## src/rtl/mdu_pkg.sv

```systemverilog
// Shared MDU definitions: op encodings, sequencer states, default latencies.
package mdu_pkg;

  localparam logic [1:0] MD_OP_MULT  = 2'b00;
  localparam logic [1:0] MD_OP_MULTU = 2'b01;
  localparam logic [1:0] MD_OP_DIV   = 2'b10;
  localparam logic [1:0] MD_OP_DIVU  = 2'b11;

  typedef enum logic [1:0] {
    ST_IDLE = 2'd0,
    ST_BUSY = 2'd1,
    ST_DONE = 2'd2
  } md_state_e;

  localparam int unsigned MULT_CYCLES_DEF = 5;
  localparam int unsigned DIV_CYCLES_DEF  = 10;

  // Busy length for an op; signed/unsigned variants share latency.
  function automatic int unsigned md_op_cycles(input logic [1:0]  op,
                                               input int unsigned mult_cycles,
                                               input int unsigned div_cycles);
    int unsigned n;
    n = mult_cycles;
    unique case (op)
      MD_OP_MULT, MD_OP_MULTU: n = mult_cycles;
      MD_OP_DIV, MD_OP_DIVU:   n = div_cycles;
      default:                 n = mult_cycles;
    endcase
    return n;
  endfunction

endpackage

```

## src/rtl/mdu_stall_ctrl_if.sv

```systemverilog
// Pipeline <-> MDU sequencer signal bundle. The slave side is the sequencer.
interface mdu_stall_ctrl_if #(
  parameter int unsigned CNT_W = 4
);
  logic             E_MDstart_i;
  logic [1:0]       E_MDop_i;
  logic             D_MDuse_i;
  logic             D_hzd_stall_i;
  logic             MD_busy_o;
  logic             MD_done_o;
  logic [CNT_W-1:0] MD_cnt_o;
  logic             stall_o;
  logic             F_en_o;
  logic             D_en_o;
  logic             E_flush_o;
  logic             MD_err_o;

  modport slave (
    input  E_MDstart_i, E_MDop_i, D_MDuse_i, D_hzd_stall_i,
    output MD_busy_o, MD_done_o, MD_cnt_o, stall_o, F_en_o, D_en_o, E_flush_o, MD_err_o
  );

  modport master (
    output E_MDstart_i, E_MDop_i, D_MDuse_i, D_hzd_stall_i,
    input  MD_busy_o, MD_done_o, MD_cnt_o, stall_o, F_en_o, D_en_o, E_flush_o, MD_err_o
  );
endinterface

```

## src/rtl/mdu_busy_counter.sv

```systemverilog
// Remaining-busy-cycle counter: load, decrement, last-cycle detect.
module mdu_busy_counter #(
  parameter int unsigned CNT_W = 4
) (
  input  logic             clk,
  input  logic             reset,
  input  logic             load_i,
  input  logic [CNT_W-1:0] load_val_i,
  input  logic             dec_i,
  output logic [CNT_W-1:0] cnt_o,
  output logic             last_o
);

  logic [CNT_W-1:0] cnt_q;
  logic             cnt_zero;

  assign cnt_zero = (cnt_q == '0);

  // Load wins over decrement; saturate at zero so a stray dec never wraps.
  always_ff @(posedge clk or negedge reset) begin
    if (!reset) begin
      cnt_q <= '0;
    end else if (load_i) begin
      cnt_q <= load_val_i;
    end else if (dec_i && !cnt_zero) begin
      cnt_q <= cnt_q - CNT_W'(1);
    end
  end

  assign cnt_o  = cnt_q;
  assign last_o = (cnt_q == CNT_W'(1));

endmodule

```

## src/rtl/mdu_stall_ctrl.sv

```systemverilog
// MDU sequencer: tracks busy time of mult/div, pulses HI/LO write on completion,
// and merges the MDU-busy stall with the D-stage hazard stall.
module mdu_stall_ctrl
  import mdu_pkg::*;
#(
  parameter int unsigned MULT_CYCLES = MULT_CYCLES_DEF,
  parameter int unsigned DIV_CYCLES  = DIV_CYCLES_DEF,
  // Must hold max(MULT_CYCLES, DIV_CYCLES) and match the interface CNT_W.
  parameter int unsigned CNT_W       = 4
) (
  input logic              clk,
  input logic              reset,
  mdu_stall_ctrl_if.slave  bus
);

  md_state_e        state_q;
  logic             done_q;
  logic             err_q;
  logic [CNT_W-1:0] cnt;
  logic             cnt_last;
  logic             cnt_load;
  logic             cnt_dec;
  logic [CNT_W-1:0] cnt_load_val;
  logic             busy;
  logic             stall;

  // A start is only accepted outside BUSY; a start in BUSY is an error, not a reload.
  assign cnt_load     = bus.E_MDstart_i && (state_q != ST_BUSY);
  assign cnt_dec      = (state_q == ST_BUSY);
  assign cnt_load_val = CNT_W'(md_op_cycles(bus.E_MDop_i, MULT_CYCLES, DIV_CYCLES));

  mdu_busy_counter #(
    .CNT_W (CNT_W)
  ) u_busy_counter (
    .clk        (clk),
    .reset      (reset),
    .load_i     (cnt_load),
    .load_val_i (cnt_load_val),
    .dec_i      (cnt_dec),
    .cnt_o      (cnt),
    .last_o     (cnt_last)
  );

  // Sequencer FSM with registered done pulse and sticky overlap error.
  always_ff @(posedge clk or negedge reset) begin
    if (!reset) begin
      state_q <= ST_IDLE;
      done_q  <= 1'b0;
      err_q   <= 1'b0;
    end else begin
      done_q <= 1'b0;
      unique case (state_q)
        ST_IDLE: begin
          if (bus.E_MDstart_i) state_q <= ST_BUSY;
        end
        ST_BUSY: begin
          if (bus.E_MDstart_i) err_q <= 1'b1;
          if (cnt_last) begin
            state_q <= ST_DONE;
            done_q  <= 1'b1;
          end
        end
        ST_DONE: begin
          // Back-to-back start is legal: the finished op still gets its write.
          state_q <= bus.E_MDstart_i ? ST_BUSY : ST_IDLE;
        end
        default: state_q <= ST_IDLE;
      endcase
    end
  end

  // Busy includes the start cycle so a dependent D-stage op stalls immediately;
  // the DONE cycle is not busy (the datapath forwards that cycle's HI/LO write).
  assign busy  = (state_q == ST_BUSY) || bus.E_MDstart_i;
  assign stall = bus.D_hzd_stall_i || (bus.D_MDuse_i && busy);

  assign bus.MD_busy_o = busy;
  assign bus.MD_done_o = done_q;
  assign bus.MD_cnt_o  = cnt;
  assign bus.MD_err_o  = err_q;
  assign bus.stall_o   = stall;
  assign bus.F_en_o    = !stall;
  assign bus.D_en_o    = !stall;
  // Bubble only; the op already in E keeps running in the MDU.
  assign bus.E_flush_o = stall;

endmodule

```

## src/flat_wrapper.sv

```systemverilog
// flat-port wrapper written by rule: the top's interface ports become plain ports
module mdu_stall_ctrl_flat import mdu_pkg::*;
#(
  parameter int unsigned MULT_CYCLES = MULT_CYCLES_DEF,
  parameter int unsigned DIV_CYCLES  = DIV_CYCLES_DEF,
                                                                          
  parameter int unsigned CNT_W       = 4
)
  (clk, reset, bus_E_MDstart_i, bus_E_MDop_i, bus_D_MDuse_i, bus_D_hzd_stall_i, bus_MD_busy_o, bus_MD_done_o, bus_MD_cnt_o, bus_stall_o, bus_F_en_o, bus_D_en_o, bus_E_flush_o, bus_MD_err_o);
  mdu_stall_ctrl_if #(.CNT_W(CNT_W)) bus_i ();
  input logic clk;
  input logic reset;
  input wire logic [$bits(bus_i.E_MDstart_i)-1:0] bus_E_MDstart_i;
  input wire logic [$bits(bus_i.E_MDop_i)-1:0] bus_E_MDop_i;
  input wire logic [$bits(bus_i.D_MDuse_i)-1:0] bus_D_MDuse_i;
  input wire logic [$bits(bus_i.D_hzd_stall_i)-1:0] bus_D_hzd_stall_i;
  output wire logic [$bits(bus_i.MD_busy_o)-1:0] bus_MD_busy_o;
  output wire logic [$bits(bus_i.MD_done_o)-1:0] bus_MD_done_o;
  output wire logic [$bits(bus_i.MD_cnt_o)-1:0] bus_MD_cnt_o;
  output wire logic [$bits(bus_i.stall_o)-1:0] bus_stall_o;
  output wire logic [$bits(bus_i.F_en_o)-1:0] bus_F_en_o;
  output wire logic [$bits(bus_i.D_en_o)-1:0] bus_D_en_o;
  output wire logic [$bits(bus_i.E_flush_o)-1:0] bus_E_flush_o;
  output wire logic [$bits(bus_i.MD_err_o)-1:0] bus_MD_err_o;
  assign bus_i.E_MDstart_i = bus_E_MDstart_i;
  assign bus_i.E_MDop_i = bus_E_MDop_i;
  assign bus_i.D_MDuse_i = bus_D_MDuse_i;
  assign bus_i.D_hzd_stall_i = bus_D_hzd_stall_i;
  assign bus_MD_busy_o = bus_i.MD_busy_o;
  assign bus_MD_done_o = bus_i.MD_done_o;
  assign bus_MD_cnt_o = bus_i.MD_cnt_o;
  assign bus_stall_o = bus_i.stall_o;
  assign bus_F_en_o = bus_i.F_en_o;
  assign bus_D_en_o = bus_i.D_en_o;
  assign bus_E_flush_o = bus_i.E_flush_o;
  assign bus_MD_err_o = bus_i.MD_err_o;
  mdu_stall_ctrl #(.MULT_CYCLES(MULT_CYCLES), .DIV_CYCLES(DIV_CYCLES), .CNT_W(CNT_W)) u_core (.clk(clk), .reset(reset), .bus(bus_i));
endmodule
```

## config.mk

```make
export PLATFORM = sky130hd
export DESIGN_NAME = mdu_stall_ctrl_flat
export DESIGN_NICKNAME = d
export VERILOG_FILES = /design/src/rtl/mdu_pkg.sv /design/src/rtl/mdu_stall_ctrl_if.sv /design/src/rtl/mdu_busy_counter.sv /design/src/rtl/mdu_stall_ctrl.sv /design/src/flat_wrapper.sv
export SDC_FILE = /design/constraint.sdc
export NUM_CORES = 1
export LEC_CHECK = 0
export CAP_MARGIN = 20
export CORE_MARGIN = 3
export CORE_UTILIZATION = 30
export DETAILED_ROUTE_END_ITERATION = 10
export PLACE_DENSITY = 0.67
export SKIP_CTS_REPAIR_TIMING = 1
export SYNTH_ARGS = -nofsm -noshare
export SYNTH_HDL_FRONTEND = slang
export SYNTH_SLANG_ARGS = --single-unit
```

## constraint.sdc

```tcl
create_clock -name clk -period 2 [get_ports clk]
set_clock_uncertainty 0.2 [all_clocks]
set_input_delay 0.4 -clock clk [delete_from_list [all_inputs] [get_ports clk]]
set_output_delay 0.4 -clock clk [all_outputs]
set_load 0.02 [all_outputs]
```

Word level (Yosys, flattened, before mapping). Index checks and enable logic that the tools add are counted. W data, S select, Z words.

Add/sub/neg operators: 1. Eq/ne operators: 9. Muxes and demuxes: 9. Reductions and logical operators: 15.

Operators with widths (count): $mux W4 (2); $pmux W4 S2 (1); $eq A2 B2 Y1 const B (3); $pmux W2 S3 (1); $eq A2 B1 Y1 const B (2); $eq A4 B1 Y1 const B (1); $logic_not A2 Y1 (2); $logic_not A4 Y1 (1); $mux W2 (2); $ne A2 B1 Y1 const B (2); $reduce_and A2 Y1 (2); $reduce_or A2 Y1 (2); $sub A4 B1 Y4 const B (1); $logic_and A1 B1 Y1 (3); $mux W1 (3); $logic_not A1 Y1 (2); $logic_or A1 B1 Y1 (2); $ne A2 B2 Y1 const B (1); $reduce_bool A2 Y1 (1).

Flip-flop bits (word level): 8. Output and inout bits: 11. Word-level logic and storage cells: 38.

Longest topological paths before layout.
Depth after elaboration: 5. Mapped depth: 5. Gate-level depth less buffers: 5.

Modules after synthesis. Synthesis repeated with hierarchy kept, for this count alone.

Cell total of the unflattened synthesis: 50. Area, all modules: 483.0 µm².

Modules (own cells, without submodules): mdu_busy_counter (instances 1, cells an instance 29, area an instance 282.8 µm², seq. area each 100.1 µm²); mdu_stall_ctrl (instances 1, cells an instance 21, area an instance 200.2 µm², seq. area each 100.1 µm²).

Worst setup path after synthesis. Ideal clock, no wire load.

Path type: register to output. Start: register u_core.state_q[0]. End: output bus_F_en_o. Arrival time: 1417 ps. Data required time: 1400 ps. Setup slack: -17 ps. Stages on the path, launching flop included: 5. Path buffers: 1. Path through: dfrtp_1 -> nand2b_1 -> nand2_1 -> a21oi_1 -> buf_4.

Cells in the longest elaborated chain, start to end: 5.

Ends and longest elaborated chain: from (decl) (RTL line mdu_stall_ctrl.sv:16) `md_state_e state_q;`; from (signal assigned) (RTL line mdu_stall_ctrl.sv:65) `state_q <= bus.E_MDstart_i ? ST_BUSY : ST_IDLE;`; $eq A2 B1 Y1 (RTL line mdu_stall_ctrl.sv:74) `assign busy = (state_q == ST_BUSY) || bus.E_MDstart_i;`; $logic_or A1 B1 Y1 (RTL line mdu_stall_ctrl.sv:74); via bus_MD_busy_o (RTL line flat_wrapper.sv:17) `output wire logic [$bits(bus_i.MD_busy_o)-1:0] bus_MD_busy_o;`; $logic_and A1 B1 Y1 (RTL line mdu_stall_ctrl.sv:75) `assign stall = bus.D_hzd_stall_i || (bus.D_MDuse_i && busy);`; $logic_or A1 B1 Y1 (RTL line mdu_stall_ctrl.sv:75); $logic_not A1 Y1; to (decl) (RTL line flat_wrapper.sv:21) `output wire logic [$bits(bus_i.F_en_o)-1:0] bus_F_en_o;`.

The timed path passes the listed nets, and every way through them passes these cells.

Final worst setup path.
Start: input bus_E_MDstart_i. End: output bus_E_flush_o.

Cells in the longest elaborated chain, start to end: 3.

Ends and longest elaborated chain: from (decl) (RTL line flat_wrapper.sv:13) `input wire logic [$bits(bus_i.E_MDstart_i)-1:0] bus_E_MDstart_i;`; $logic_or A1 B1 Y1 (RTL line mdu_stall_ctrl.sv:74); $logic_and A1 B1 Y1 (RTL line mdu_stall_ctrl.sv:75); $logic_or A1 B1 Y1 (RTL line mdu_stall_ctrl.sv:75); to (decl) (RTL line flat_wrapper.sv:23) `output wire logic [$bits(bus_i.E_flush_o)-1:0] bus_E_flush_o;`.

Every way passes these cells.

==> impl_metrics.py <==
metrics = {
    "clock_tree": {
        "clkTransAtPathRegs_ps": 60,
        "clk-insertion-delay-late_ps": 260,
        "clkSinkCount": 8,
        "cts-root-buf": "clkbuf_4",
        "clockBufferDepth": 2,
        "h-tree-depth": 1,
        "cts_tree": "yes",
        "numCtsBuffers": 3,
    },
    "layout": {
        "drive_gt1_share_pct": 28.6,
        "finalInstanceArea_sq_um": 667,
        "syn_to_final_growth_pct": 43.3,
        "nets": 75,
        "fin_cells": 78,
        "antenna_cells": 0,
        "n_fill_cell": 132,
    },
    "power": {
        "p_seq_share_pct": 28.0,
        "sw_frac_of_total_pct": 40.4,
        "ir_worst_vdd_mv": 0.604,
        "power_density_mw_per_mm2": 1480,
        "net-switching-power_uw": 400,
        "power.internal_uw": 590,
        "clockPowerShare_pct": 12.8,
        "p_comb_share_pct": 59.2,
        "p_leak_nw": 0.322,
        "p_total_uw": 990,
    },
    "synth": {
        "yosysUniqueCellTypes": 25,
        "synthArstFlopShare_pct": 100,
        "synth_edf_count": 0,
        "netlist_instances": 42,
        "avgSynthCellArea_sq_um": 11.1,
        "synth_area_sq_um": 465,
        "yosysSeqAreaShare_pct": 43.0,
        "yosysWarnings": 0,
        "synth_ff_type": "dfrtp_1",
        "ys_seq_elements": 8,
        "syn_nets": 52,
    },
    "sta": {
        "setup-violations-final": 0,
        "maxSlewHeadroom_pct": 74.9,
        "post-route-period-util_pct": 97.1,
        "tightest_slew_ps": 375,
        "fin_crit_ps": 1940,
        "fin_tns_setup_ps": 0,
        "fmax_mhz": 515,
        "slew_viol_final": 0,
        "hold_viol": 0,
    },
    "drt": {
        "drtIter0Drc": 3,
        "remaining_drc_errors": 0,
        "drt_pass1_iterations": 4,
        "final_antenna_net_count": 0,
        "wl_per_cell_um": 12.4,
        "vias": 400,
        "via_per_inst": 5.13,
        "drt-total-wl_um": 969,
    },
    "global_route": {
        "grt_usage_pct": 12.1,
        "grt_pass1_wl_um": 1700,
        "grt_pass1_vias": 401,
        "grt-ovfl-total": 0,
        "grt_max_degree": 9,
        "antenna_found_initial": 0,
    },
    "place": {
        "dp_cells": 75,
        "dp_hpwl_um": 786,
        "placed_area_sq_um": 659,
        "place.gp.congestion": 0.762,
        "port_buffers": 16,
    },
    "floorplan": {
        "ios": 18,
        "die_w_um": 45.4,
        "rows": 13,
        "initial_core_util_pct": 33.7,
        "die_h_um": 45.4,
        "dieArea_sq_mm": 0.00206,
        "core_sq_mm": 0.00138,
    },
    "critical_path": {
        "critPathMaxFanout": 3,
        "crit_type": "in -> out",
        "cp_data_arrival_time_ps": 1340,
        "worst_setup_path_end_kind": "primary output",
        "cp.required_ps": 1400,
        "startpoint_type": "input port",
    },
    "hold_path": {
        "hold_class": "in -> async",
    },
    "run_status": {
        "outcome": "completed",
    },
    "flow_run": {
        "drv_cap": 0,
    },
}
Yosys cell counts, drive strengths merged, types with 2 or more instances:
cell type	instances	area (sq um)
a211o	2	17.5
nor3b	2	15.0
mux2	2	26.3
inv	3	11.3
and2	2	12.5
a21o	2	15.0
nor3	2	10.0
ha	3	37.5
dfrtp	8	200
buf	3	26.3
final timing paths:
kind,startpoint,to,slack (ps),cells past startpoint
worst max-delay path,bus_E_MDstart_i,bus_E_flush_o,60,5
worst min-delay path,reset,u_core.u_busy_counter.cnt_o[2]$_DFFE_PN0P_,220,1
worst max register to register,u_core.u_busy_counter.cnt_o[0]$_DFFE_PN0P_,u_core.u_busy_counter.cnt_o[0]$_DFFE_PN0P_,220,6
worst min register to register,u_core.bus.MD_err_o$_DFFE_PN0P_,u_core.bus.MD_err_o$_DFFE_PN0P_,260,1
max in group asynchronous,reset,u_core.bus.MD_done_o$_DFF_PN0_,1100,1
min in group clk,u_core.bus.MD_err_o$_DFFE_PN0P_,u_core.bus.MD_err_o$_DFFE_PN0P_,260,1
metal layers:
metal	vias up	wire length [um]	GRT usage [%]	share of wire (%)
met5	-	0	0	0
met4	0	19	8.77	2.0
met3	4	76	3.95	7.8
met2	17	449	17.3	46
met1	184	423	15.1	44
li1	195	-	-	-
critical path, cell delays in order:
cell and delay [ps]:
clkdlybuf4s50_1 470, inv_1 60, nand2_2 80, a21o_1 150, clkbuf_2 180
flip-flops by register name (all words and copies together) (netlist names):
signal and flops:
u_core.u_busy_counter.cnt_o 4, u_core.state_q 2, u_core.bus.MD_done_o 1, u_core.bus.MD_err_o 1
through the flow:
step           util, %  worst slack (ps)  hold slack (ps)
6_report          48.2              57.7              223
5_1_grt           48.2             -1.64              243
4_1_cts           49.3              -448              227
3_5_place_dp      47.7              -444              245
3_3_place_gp      47.7              -388              247
2_1_floorplan        -               133            -95.6
power by group through the flow:
stage / sequential (mW) / combinational [mW] / clock (mW)
final: 0.277 / 0.586 / 0.127
after global routing: 0.290 / 0.645 / 0.141
after CTS: 0.278 / 0.602 / 0.135
after floorplan: 0.329 / 0.342 / 0
after detailed placement: 0.280 / 0.599 / 0
after global placement: 0.277 / 0.592 / 0
cell usage in the layout (no fill, tap or decap), drive strengths merged:
cell type	n
dlymetal6s2s	1
nor2	1
and3	1
dfrtp	8
nor4b	1
a21o	2
nor3	2
clkdlybuf4s50	11
ha	3
or3	1
mux2	2
a21oi	1
buf	5
a211oi	1
nand2	1
clkbuf	7
mux2i	1
a221oi	1
and2b	1
inv	3
o22ai	1
nor3b	2
a211o	2
nand2b	1
and2	2
nor4	1
layout make-up:
type | count | area, sq um | area share, %
sequential | 8 | 200 | 30.0
multi-input combinational | 28 | 234 | 35.1
tap | 15 | 18.8 | 2.81
timing repair buffer | 21 | 180 | 27.0
inverter | 3 | 11.3 | 1.69
clock buffer | 3 | 22.5 | 3.38
cell families (layout without fill, tap and decap cells):
kind of cell,count (synthesis),count (layout),share of synthesized area [%]
AOI/OAI and AO/OA,8,8,14.2
and+or+nand+nor,14,14,18.8
adders and majority gates,3,3,8.07
DFF,8,8,43.0
muxes,3,3,7.79
buffers and inverters,6,27,8.06
No activity file was read; power rests on OpenSTA's default activity.
